==> config.mk <==
export PLATFORM = sky130hd
export DESIGN_NAME = cache_bus_arbiter
export DESIGN_NICKNAME = d
export VERILOG_FILES = /design/src/rtl/cache_bus_arbiter.sv
export SDC_FILE = /design/constraint.sdc
export NUM_CORES = 1
export LEC_CHECK = 0
export ABC_CLOCK_PERIOD_IN_PS = 4980
export BUFFER_PORTS_ARGS = -buffer_cell sky130_fd_sc_hd__buf_2
export CAP_MARGIN = 40
export CORE_AREA = 2 2 172 174
export CTS_BUF_LIST = sky130_fd_sc_hd__clkbuf_8 sky130_fd_sc_hd__clkbuf_16
export DETAILED_ROUTE_END_ITERATION = 7
export DIE_AREA = 0 0 174 176
export PLACE_DENSITY_LB_ADDON = 0.25
export REMOVE_ABC_BUFFERS = 1
export SETUP_SLACK_MARGIN = 0.2
export SLEW_MARGIN = 20
export SYNTH_ARGS = -nofsm -noshare
export SYNTH_HDL_FRONTEND = slang
export SYNTH_SLANG_ARGS = --single-unit
==> constraint.sdc <==
create_clock -name CLK -period 4.98 [get_ports CLK]
set_input_delay 0.996 -clock CLK [delete_from_list [all_inputs] [get_ports CLK]]
set_output_delay 0.996 -clock CLK [all_outputs]
set_load 0.02 [all_outputs]
==> src/rtl/cache_bus_arbiter.sv <==
// Shares one RAM port between the data and instruction caches of CPUS cores.
// Round-robin across cores, data before instruction within a core; a grant is held until ACCESS.
module cache_bus_arbiter #(
  parameter int unsigned CPUS = 2
) (
  input  logic                 CLK,
  input  logic                 RST,
  input  logic [CPUS-1:0]      iREN,
  input  logic [CPUS-1:0]      dREN,
  input  logic [CPUS-1:0]      dWEN,
  input  logic [CPUS*32-1:0]   iaddr,
  input  logic [CPUS*32-1:0]   daddr,
  input  logic [CPUS*32-1:0]   dstore,
  output logic [CPUS-1:0]      iwait,
  output logic [CPUS-1:0]      dwait,
  output logic [CPUS*32-1:0]   iload,
  output logic [CPUS*32-1:0]   dload,
  output logic [31:0]          ramaddr,
  output logic [31:0]          ramstore,
  output logic                 ramREN,
  output logic                 ramWEN,
  input  logic [31:0]          ramload,
  input  logic [1:0]           ramstate,
  output logic [7:0]           err_count
);

  localparam int unsigned CW = (CPUS > 1) ? $clog2(CPUS) : 1;
  localparam int unsigned RW = CW + 1;
  localparam logic [1:0] RAM_ACCESS = 2'd2;
  localparam logic [1:0] RAM_ERROR  = 2'd3;
  localparam logic [CW-1:0] LAST_RST = CW'(CPUS - 1);

  typedef enum logic [1:0] {
    IDLE    = 2'd0,
    GRANT   = 2'd1,
    RECOVER = 2'd2
  } state_e;

  state_e        state_q, state_d;
  logic [RW-1:0] gnt_q, gnt_d;
  logic          gwr_q, gwr_d;
  logic [CW-1:0] last_q, last_d;
  logic [7:0]    err_q, err_d;

  logic [CPUS-1:0] data_req;
  logic [CW-1:0]   gnt_cpu;
  logic            gnt_instr;
  logic            gnt_pend;
  logic            ram_access;

  logic            win_found;
  logic [CW-1:0]   win_cpu;
  logic            win_instr;
  logic            win_wr;
  int unsigned     cand;

  assign data_req   = dREN | dWEN;
  assign gnt_cpu    = gnt_q[RW-1:1];
  assign gnt_instr  = gnt_q[0];
  assign gnt_pend   = gnt_instr ? iREN[gnt_cpu] : data_req[gnt_cpu];
  assign ram_access = (ramstate == RAM_ACCESS);
  assign err_count  = err_q;
  assign iload      = {CPUS{ramload}};
  assign dload      = {CPUS{ramload}};

  // Round-robin scan starting one past the last served core.
  always_comb begin
    win_found = 1'b0;
    win_cpu   = '0;
    win_instr = 1'b0;
    win_wr    = 1'b0;
    cand      = 0;
    for (int unsigned k = 0; k < CPUS; k++) begin
      cand = 32'(last_q) + 32'd1 + k;
      if (cand >= CPUS) cand = cand - CPUS;
      if (!win_found && (data_req[CW'(cand)] || iREN[CW'(cand)])) begin
        win_found = 1'b1;
        win_cpu   = CW'(cand);
        win_instr = !data_req[CW'(cand)];
        win_wr    = dWEN[CW'(cand)];
      end
    end
  end

  always_ff @(posedge CLK) begin
    if (RST) begin
      state_q <= IDLE;
      gnt_q   <= '0;
      gwr_q   <= 1'b0;
      last_q  <= LAST_RST;
      err_q   <= 8'd0;
    end else begin
      state_q <= state_d;
      gnt_q   <= gnt_d;
      gwr_q   <= gwr_d;
      last_q  <= last_d;
      err_q   <= err_d;
    end
  end

  always_comb begin
    state_d = state_q;
    gnt_d   = gnt_q;
    gwr_d   = gwr_q;
    last_d  = last_q;
    err_d   = err_q;
    unique case (state_q)
      IDLE: begin
        if (win_found) begin
          gnt_d   = {win_cpu, win_instr};
          gwr_d   = win_wr;
          state_d = GRANT;
        end
      end
      GRANT: begin
        // A withdrawn request aborts without touching the round-robin pointer.
        if (!gnt_pend) begin
          state_d = IDLE;
        end else if (ram_access) begin
          last_d  = gnt_cpu;
          state_d = RECOVER;
        end else if (ramstate == RAM_ERROR) begin
          if (err_q != 8'hFF) err_d = err_q + 8'd1;
        end
      end
      RECOVER: state_d = IDLE;
      default: state_d = IDLE;
    endcase
  end

  // RAM side and stalls follow the registered grant and live requester inputs.
  always_comb begin
    ramaddr  = 32'd0;
    ramstore = 32'd0;
    ramREN   = 1'b0;
    ramWEN   = 1'b0;
    iwait    = '1;
    dwait    = '1;
    if (state_q == GRANT) begin
      ramREN = !gwr_q;
      ramWEN = gwr_q;
      if (gnt_instr) begin
        ramaddr = iaddr[32*gnt_cpu +: 32];
      end else begin
        ramaddr  = daddr[32*gnt_cpu +: 32];
        ramstore = dstore[32*gnt_cpu +: 32];
      end
      if (gnt_pend && ram_access) begin
        if (gnt_instr) iwait[gnt_cpu] = 1'b0;
        else           dwait[gnt_cpu] = 1'b0;
      end
    end
  end

endmodule

==> results.json, run 1 <==
{
  "use_met2_pct": 13.0,
  "skew_ps": 4.62,
  "vias_per_cell": 3.77,
  "max_slew.worst_pin.slew_ps": 713,
  "worst_hold_slack_ps": 485,
  "antenna_found_initial": 0,
  "hpwlAfterDp_um": 13200,
  "gr-max-usage-layer": "met2",
  "synth_top_cell_area_share_pct": 30.4,
  "row_count": 62,
  "period_share_pct": 68.0,
  "drtAntennaViolNets": 0,
  "p_leak_uw": 0.00191,
  "firstDrtPassIters": 4,
  "required_ps": 3980,
  "syn2layout_area_growth_pct": 28.9,
  "fin_tns_setup_ps": 0,
  "postCtsSetupRepairBufs": 0,
  "die-area_mm2": 0.0306,
  "synth_top_cell_by_area": "buf_4",
  "synth_warnings": 0,
  "initial_core_util_pct": 11.3,
  "power.density_mw_per_mm2": 175,
  "seq_area_frac_synth_pct": 8.66,
  "final_util_pct": 14.6,
  "setup_violations": 0,
  "numCtsBuffers": 3,
  "period_minus_slack_ps": 3390,
  "min_path_type": "reg2reg",
  "synth_seq_cells": 14,
  "grt_overflow": 0,
  "die_width_um": 174,
  "ys_types": 36,
  "cap_violations": 0,
  "grt_usage_pct": 9.51,
  "syn_area_per_cell_um2": 8.51,
  "clockBufferDepth": 2,
  "maxSlewHeadroom_pct": 52.5,
  "vias": 3393,
  "core_mm2": 0.0285,
  "grt_pass1_vias": 3237,
  "synthTopCellsByArea": "buf_4 (30%), mux4_2 (22%), mux2i_1 (10%), dfxtp_1 (8.7%), nor2b_1 (6.8%)",
  "maxSlewViolCount": 0,
  "grt_use_met1_pct": 12.2,
  "layout_setup_ws_ps": 1590,
  "drt_iter0_drc": 111,
  "ioPinCount": 440,
  "grt_pass1_wl_um": 21900,
  "fin_area_mm2": 0.00417,
  "htree_levels": 1,
  "numPortBuffers": 279,
  "cts.clk_slew.worst_paths_ps": 50,
  "nets": 751,
  "crit_path_end_kind": "output pin",
  "post_cts_resized": 0,
  "cts_tree": "yes",
  "finalWirelength_um": 15900,
  "antennaDiodeCount": 0,
  "cts_root_buf": "clkbuf_16",
  "status": "finished, final reports clean",
  "layout-drive-gt1-share_pct": 63.3,
  "max_freq_mhz": 295,
  "vdd_drop_max_mv": 0.0838,
  "clock_latency_ps": 250,
  "die_h_um": 176,
  "rsz0062_at_grt": "false",
  "clkSinkCount": 14,
  "syn_inst": 380,
  "place_congestion": 0.672,
  "cp_max_fo": 14,
  "grt_max_degree": 38,
  "start_kind": "primary input",
  "holdBufCountCts": 0,
  "layout_commonest_cell": "buf_2",
  "place_area_mm2": 0.00408,
  "avgRoutedWirePerCell_um": 17.7,
  "hold_violations": 0,
  "critPathKind": "in2out",
  "cp.arrival_ps": 2390,
  "use_met3_pct": 6.55,
  "ff2ff_setup_slack_ps": 2710,
  "mostFrequentLayoutCells": "buf_2 (279), nor2_1 (45), nor2b_1 (35)",
  "syn_area_mm2": 0.00324,
  "drc": 0,
  "dpl_worst_slack_ps": 1560
}
==> sequential cells by signal, summed over array words and instances (netlist names) <==
name       cells
gnt_q          2
err_count      8
state_q        2
gwr_q          1
last_q         1
==> power breakdown <==
part           internal [uW]  leakage, uW  switching (uW)
registers                117     0.000115            17.2
clock network            122    0.0000442            49.9
logic                    209      0.00176             214
==> layer usage <==
metal  up-vias  part of all wire (%)
li1       1475                     -
met1      1602                    45
met2       304                    40
met3         9                    15
met4         3                  0.24
met5         -                  0.62
==> kinds of logic after synthesis <==
family	share of synthesized area, %
flops	8.66
mux	33.2
compound gates	5.45
simple gates	18.4
buf+inv	33.9
fa+ha+maj	0.387
==> final cells by class <==
type / count / area, um2
Clock buffer: 4 / 88.8
Fill cell: 3345 / 24400
Inverter: 5 / 18.8
Multi-Input combinational cell: 209 / 1860
Sequential cell: 14 / 285
Tap cell: 384 / 480
Timing Repair Buffer: 283 / 1440
==> path summary, 6_finish.rpt <==
path,from,endpoint,depth (start not counted)
worst max-delay path,dREN[1],iwait[0],6
worst min-delay path,gwr_q,gwr_q,2
worst max register to register,gnt_q[1],err_count[5],4
worst min register to register,gwr_q,gwr_q,2
==> Yosys cell counts, drive strengths merged <==
cell	n
dfxtp	14
nor2b	35
a21o	2
nand3b	2
mux2i	33
a211oi	3
ha	1
nor3	6
mux2	2
nand2b	3
a22o	1
nor4	3
or3	3
inv	5
and3	1
a31oi	3
buf	140
nand4	2
mux4	32
and4	2
or4	3
a21oi	8
nor2	45
nor4b	1
o311ai	1
a2111o	1
o31ai	3
o21ai	4
a32oi	1
or2	2
nand3	4
clkbuf	12
nand2	2
==> through the flow <==
step / instances / power (uW)
after global placement: 893 / 564
after floorplan: 228 / 394
after CTS: 898 / 740
after global routing: 899 / 778
after detailed placement: 894 / 565
final: 899 / 729
==> critical path: stages <==
cell,delay [ps]
buf_2,110
nor4b_1,400
a21o_1,370
nor2_1,210
nand3b_1,130
buf_2,170
(Power assumes the default switching activity.)
==> inputs of run 2 (changes only) <==
--- a/config.mk
+++ b/config.mk
@@ -5,13 +5,13 @@
 export SDC_FILE = /design/constraint.sdc
 export NUM_CORES = 1
 export LEC_CHECK = 0
-export ABC_CLOCK_PERIOD_IN_PS = 4980
+export ABC_CLOCK_PERIOD_IN_PS = 3400
 export BUFFER_PORTS_ARGS = -buffer_cell sky130_fd_sc_hd__buf_2
 export CAP_MARGIN = 40
-export CORE_AREA = 2 2 172 174
+export CORE_AREA = 2 2 170 172
 export CTS_BUF_LIST = sky130_fd_sc_hd__clkbuf_8 sky130_fd_sc_hd__clkbuf_16
 export DETAILED_ROUTE_END_ITERATION = 7
-export DIE_AREA = 0 0 174 176
+export DIE_AREA = 0 0 172 174
 export PLACE_DENSITY_LB_ADDON = 0.25
 export REMOVE_ABC_BUFFERS = 1
 export SETUP_SLACK_MARGIN = 0.2
==> constraint.sdc (replaced) <==
create_clock -name CLK -period 3.4 [get_ports CLK]
set_input_delay 0.68 -clock CLK [delete_from_list [all_inputs] [get_ports CLK]]
set_output_delay 0.68 -clock CLK [all_outputs]
set_load 0.02 [all_outputs]
==> run 2 against run 1 <==
Die area decreased by 2.3%. First-iteration DRC count increased by 24%. Global-route usage increased by 1.0 points. Flip-flop and latch count unchanged. Critical endpoint is now dwait[1]. Worst setup slack got worse by 1000 ps. Final cell count increased by 0.11%. Critical path type unchanged. Power increased by 48%. Sequential power increased by 35%. Highest routed layer unchanged. Largest power group unchanged. Clock-buffer cell count unchanged.
==> results.json, run 2 (synthesis gave the netlist of run 1 again) <==
{
  "status": "finished, final reports clean",
  "met2WireLength_um": 7450,
  "cts_root_buf": "clkbuf_16",
  "cts.clk_slew.worst_paths_ps": 50,
  "clockBufferDepth": 2,
  "core_mm2": 0.0282,
  "max_freq_mhz": 356,
  "drtAntennaViolNets": 0,
  "crit_top_cell": "buf_2",
  "cts_tree": "yes",
  "fill_cells": 3293,
  "row_count": 62,
  "skew_ps": 2.08,
  "antennaDiodeCount": 0,
  "final_util_pct": 14.8,
  "setup_violations": 0,
  "cp_cell_sequence": "buf_2, nor4b_1, a21o_1, nor2_1, nand3b_1, buf_2",
  "cap_violations": 0,
  "hold_violations": 0,
  "grt_pass1_wl_um": 22800,
  "layout-drive-gt1-share_pct": 63.4,
  "layout_commonest_cell": "buf_2",
  "clkSinkCount": 14,
  "rsz0062_at_grt": "false",
  "nets": 752,
  "numPortBuffers": 279,
  "wl_met1_um": 7090,
  "hpwlAfterDp_um": 15100,
  "htree_levels": 1,
  "critPathKind": "in2out",
  "largest_reg_flops": 8,
  "path_buf_inv": 2,
  "required_ps": 2720,
  "vias": 3271,
  "ff2ff_setup_slack_ps": 1080,
  "grt_usage_pct": 10.5,
  "initial_core_util_pct": 11.5,
  "worst_path_max_delay_cell": "nor4b_1",
  "drt_iter0_drc": 138,
  "cpLargestDelayFamily": "simple AND/OR/NAND/NOR gates",
  "maxSlewHeadroom_pct": 56.7,
  "ioPinCount": 440,
  "grt_overflow": 0,
  "numCtsBuffers": 3,
  "power.density_mw_per_mm2": 258,
  "mostFrequentLayoutCells": "buf_2 (279), nor2_1 (45), nor2b_1 (35)",
  "max_slew.worst_pin.slew_ps": 644,
  "clock_latency_ps": 240,
  "min_path_type": "reg2reg",
  "cp_slowest_stage_delay_ps": 400,
  "p_leak_uw": 0.00192,
  "grt_pass1_vias": 3116,
  "period_minus_slack_ps": 2810,
  "die_h_um": 174,
  "cp_max_fo": 14,
  "met3WireLength_um": 2930,
  "vdd_drop_max_mv": 0.127,
  "crit_path_end_kind": "output pin",
  "vias_per_cell": 3.63,
  "grt_max_degree": 70,
  "maxSlewViolCount": 0,
  "die-area_mm2": 0.0299,
  "finalWirelength_um": 17700,
  "period_share_pct": 82.6,
  "avgRoutedWirePerCell_um": 19.6,
  "fin_tns_setup_ps": 0,
  "post_cts_resized": 0,
  "start_kind": "primary input",
  "cp.arrival_ps": 2130,
  "postCtsSetupRepairBufs": 0,
  "syn2layout_area_growth_pct": 29.2,
  "antenna_found_initial": 0,
  "holdBufCountCts": 0,
  "drc": 0,
  "firstDrtPassIters": 4,
  "die_width_um": 172,
  "place_congestion": 0.732,
  "highest_layer": "met5"
}
run 2: changes by cell type in the layout (fill, tap and decap cells not counted), sizes merged:
cell	change
clkbuf	-1
buf	+2
run 2: worst min-delay path, stage by stage, from the launching register on:
cell,delay (ps)
dfxtp_1,320
nand2b_1,70
a21oi_1,50
run 2: report_power, final:
part	switching [uW]	internal [uW]	leakage, uW	total (uW)
clock	69.9	178	0.0000442	248
combinational	341	308	0.00176	649
sequential	9.40	172	0.000115	181
total	420	658	0.00192	1080
run 2: path summary, 6_finish.rpt:
path	to	depth (start not counted)	from
worst max-delay path	dwait[1]	6	dREN[1]
worst min-delay path	gwr_q	2	gwr_q
worst min register to register	gwr_q	2	gwr_q
worst max register to register	err_count[5]	5	state_q[1]
run 2: stage by stage:
step           instances  hold WS (ps)  instance area [um2]  setup slack (ps)  total power (uW)
6_report             900           500                 4180               593              1080
5_1_grt              900           544                 4180               488              1150
4_1_cts              900           497                 4180               587              1100
3_5_place_dp         896           490                 4090               585               844
3_3_place_gp         896           482                 4090               628               843
2_1_floorplan        228           453                 2160              -537               578
run 2: cell type report:
class                      count  area [um2]  area share [%]
clock buffer                   4        88.8            2.12
timing repair buffer         284        1450            34.6
sequential                    14         285            6.82
inverter                       5        18.8           0.449
multi-input combinational    209        1860            44.5
tap                          384         480            11.5
run 2: layer usage:
metal | up-vias | GRT usage, %
met5 | - | 5.18
met4 | 6 | 1.12
met3 | 13 | 7.47
met2 | 283 | 15.5
met1 | 1497 | 12.4
li1 | 1472 | -
==> inputs of run 3 (changes only) <==
--- a/config.mk
+++ b/config.mk
@@ -5,7 +5,8 @@
 export SDC_FILE = /design/constraint.sdc
 export NUM_CORES = 1
 export LEC_CHECK = 0
-export ABC_CLOCK_PERIOD_IN_PS = 3400
+export ABC_AREA = 1
+export ABC_CLOCK_PERIOD_IN_PS = 2580
 export BUFFER_PORTS_ARGS = -buffer_cell sky130_fd_sc_hd__buf_2
 export CAP_MARGIN = 40
 export CORE_AREA = 2 2 170 172
==> constraint.sdc (replaced) <==
create_clock -name CLK -period 2.58 [get_ports CLK]
set_input_delay 0.516 -clock CLK [delete_from_list [all_inputs] [get_ports CLK]]
set_output_delay 0.516 -clock CLK [all_outputs]
set_load 0.02 [all_outputs]
==> run 3 against run 2 <==
Area after synthesis decreased by 6.7%. Critical path type is now reg2out. Routed wire length increased by 15%. Clock-buffer cell count decreased by 1. Worst setup slack got worse by 260 ps. Global-route usage increased by 1.6 points. Non-clock buffer count increased by 7. Critical endpoint is now ramaddr[9]. Combinational power increased by 60%. Register-to-register slack got worse by 170 ps. Largest cell class is now non-clock buffers. Clock power increased by 20%.
==> results.json, run 3 <==
{
  "cp_slowest_stage_delay_ps": 330,
  "grt_pass1_wl_um": 26200,
  "finalWirelength_um": 20300,
  "synthXorXnorAreaFrac_pct": 0.870,
  "reg2regPathDepth": 7,
  "clock_latency_ps": 240,
  "synth_fa_ha_area_share_pct": 0.414,
  "maxSlewHeadroom_pct": 70.2,
  "drt_iter0_drc": 210,
  "synthArstFlopShare_pct": 0,
  "setup_violations": 0,
  "syn_inst": 476,
  "p_int_uw": 834,
  "synth_edf_count": 0,
  "synth_warnings": 0,
  "hold_end": "err_count[1]",
  "synth_top_cell_area_share_pct": 31.8,
  "cp_max_fo": 30,
  "row_count": 62,
  "dpl_worst_slack_ps": 236,
  "cts.clk_slew.worst_paths_ps": 50,
  "holdPathStages": 2,
  "p_leak_uw": 0.00202,
  "numPortBuffers": 279,
  "cap_violations": 0,
  "layout-drive-gt1-share_pct": 50.5,
  "p_sw_share_pct": 47.1,
  "antennaDiodeCount": 0,
  "numCtsBuffers": 3,
  "antenna_found_initial": 0,
  "pwr-share-seq_pct": 15.4,
  "maxSlewViolCount": 0,
  "cts_tree": "yes",
  "yosys.area_share.simple_pct": 16.9,
  "rsz0062_at_grt": "false",
  "firstDrtPassIters": 4,
  "vias_per_cell": 3.93,
  "start_kind": "register",
  "synth-compound-area-share_pct": 32.8,
  "grt_usage_pct": 12.1,
  "largest_reg_flops": 8,
  "die_h_um": 174,
  "die_width_um": 172,
  "ioPinCount": 440,
  "rr_startpoint": "err_count[0]",
  "drtAntennaViolNets": 0,
  "period_minus_slack_ps": 2250,
  "holdBufCountCts": 0,
  "hold_start": "err_count[1]",
  "skew_ps": 3.68,
  "grt_overflow": 0,
  "p_clk_share_pct": 18.8,
  "layout_commonest_cell": "buf_2",
  "cts_root_buf": "clkbuf_16",
  "vdd_drop_max_mv": 0.184,
  "nets": 849,
  "power.density_mw_per_mm2": 388,
  "clockBufferDepth": 2,
  "status": "finished, final reports clean",
  "dominantRegCellSynth": "dfxtp_1",
  "layout_setup_ws_ps": 330,
  "syn_area_per_cell_um2": 6.34,
  "vias": 3912,
  "hold_violations": 0,
  "crit_path_end_kind": "output pin",
  "worst_path_max_delay_cell": "dfxtp_1",
  "synth.area.mux_share_pct": 0,
  "synthTopCellsByArea": "buf_4 (32%), a22oi_1 (24%), dfxtp_1 (9.3%), a21oi_1 (7.3%), nand2_1 (6.6%)",
  "place_area_mm2": 0.00396,
  "fill_cells": 3384,
  "mostFrequentLayoutCells": "buf_2 (278), a22oi_1 (96), nand2_1 (53)",
  "grt_pass1_vias": 3616,
  "avgRoutedWirePerCell_um": 20.3,
  "synth_top_family_by_area": "buffers and inverters",
  "drc": 0,
  "cp_cell_sequence": "inv_1, nor2_1, inv_4, buf_12, a21oi_1, buf_2",
  "die-area_mm2": 0.0299,
  "required_ps": 2060,
  "cp.arrival_ps": 1730,
  "r2r_end": "err_count[0]",
  "core_mm2": 0.0282,
  "path_buf_inv": 4,
  "place_congestion": 0.742,
  "htree_levels": 1,
  "max_slew.worst_pin.slew_ps": 448,
  "synth_top_cell_by_area": "buf_4",
  "cpLargestDelayFamily": "buffers and inverters",
  "synth_commonest_cells": "buf_4 (128), a22oi_1 (96), nand2_1 (53)",
  "ys_types": 22,
  "p_comb_share_pct": 65.8,
  "synth_most_common_cell": "buf_4",
  "p_sw_uw": 743,
  "initial_core_util_pct": 10.7,
  "clkSinkCount": 14,
  "syn_area_mm2": 0.00302,
  "critPathKind": "reg2out",
  "hpwlAfterDp_um": 17100,
  "grt_max_degree": 45,
  "ff2ff_setup_slack_ps": 910,
  "max_freq_mhz": 444,
  "synth_seq_cells": 14,
  "seq_area_frac_synth_pct": 9.28,
  "worst_hold_slack_ps": 504,
  "syn2layout_area_growth_pct": 34.7,
  "period_share_pct": 87.2,
  "min_path_type": "reg2reg",
  "fin_area_mm2": 0.00407
}
## run 3: changes by cell type in the layout (fill, tap and decap cells not counted), sizes merged, moves of 6 or more
cell | before | now
buf | 284 | 291
nor3 | 6 | 0
mux4 | 32 | 0
mux2i | 33 | 0
a22oi | 0 | 96
a21oi | 8 | 45
inv | 5 | 24
nor2b | 35 | 0
nand3 | 4 | 17
nor2 | 45 | 54
nand2 | 2 | 55
## run 3: tightest hold or removal path: stages (launching register included)
cell and delay (ps):
dfxtp_1 330, nand2_1 70, a21oi_1 50
## run 3: per-layer routing
layer	global-route usage, %	routed length, um	vias up	share of wire, %
li1	-	-	1789	-
met1	15.2	8610	1804	43
met2	17.4	8320	304	41
met3	7.95	3130	13	15
met4	1.02	105	2	0.52
met5	5.85	93	-	0.46
## run 3: worst max path at each step
stage / depth (start not counted) / endpoint / start
finish: 6 / ramaddr[9] / state_q[0]
global route: 6 / ramaddr[5] / gnt_q[1]
CTS: 6 / ramaddr[5] / gnt_q[0]
detailed placement: 9 / dwait[0] / dWEN[1]
global placement: 9 / dwait[0] / dWEN[1]
floorplan: 3 / ramaddr[0] / gnt_q[1]
## run 3: cell type report
| class | instances | area [um2] | share of cell area (%) |
|---|---|---|---|
| sequential | 14 | 283 | 6.95 |
| timing repair buffer | 291 | 1570 | 38.5 |
| tap | 384 | 480 | 11.8 |
| clock buffer | 3 | 75.1 | 1.85 |
| inverter | 24 | 97.6 | 2.40 |
| multi-input combinational | 280 | 1560 | 38.4 |
## run 3: power groups by stage
stage	sequential, uW	combinational (uW)	clock (uW)
after global placement	245	1050	0
after CTS	242	1050	306
after detailed placement	246	1040	0
after floorplan	241	519	0
after global routing	243	1130	316
final	242	1040	297
## run 3: timing repair
| item | 4_1_cts | 5_1_grt |
|---|---|---|
| resized for setup | 5 | 7 |
| setup buffers | 0 | 1 |
| setup endpoints to repair | 27 | 9 |
| pin swaps | 0 | 1 |
## run 3: cells by family (layout without fill, tap and decap cells)
group                    count (synthesis)  in the layout
buffers and inverters                  182            318
AO/OA/AOI/OAI                          149            149
flip-flops                              14             14
adder cells (fa/ha/maj)                  1              1
AND/OR/NAND/NOR                        127            127
XOR/XNOR                                 3              3
## run 3: stage by stage
step,instances,setup TNS (ps),power (uW),util [%]
after floorplan,318,-73250,759,-
after global placement,992,0,1290,14.0
after detailed placement,992,0,1290,14.0
after CTS,995,0,1600,14.3
after global routing,996,0,1690,14.4
final,996,0,1580,14.4
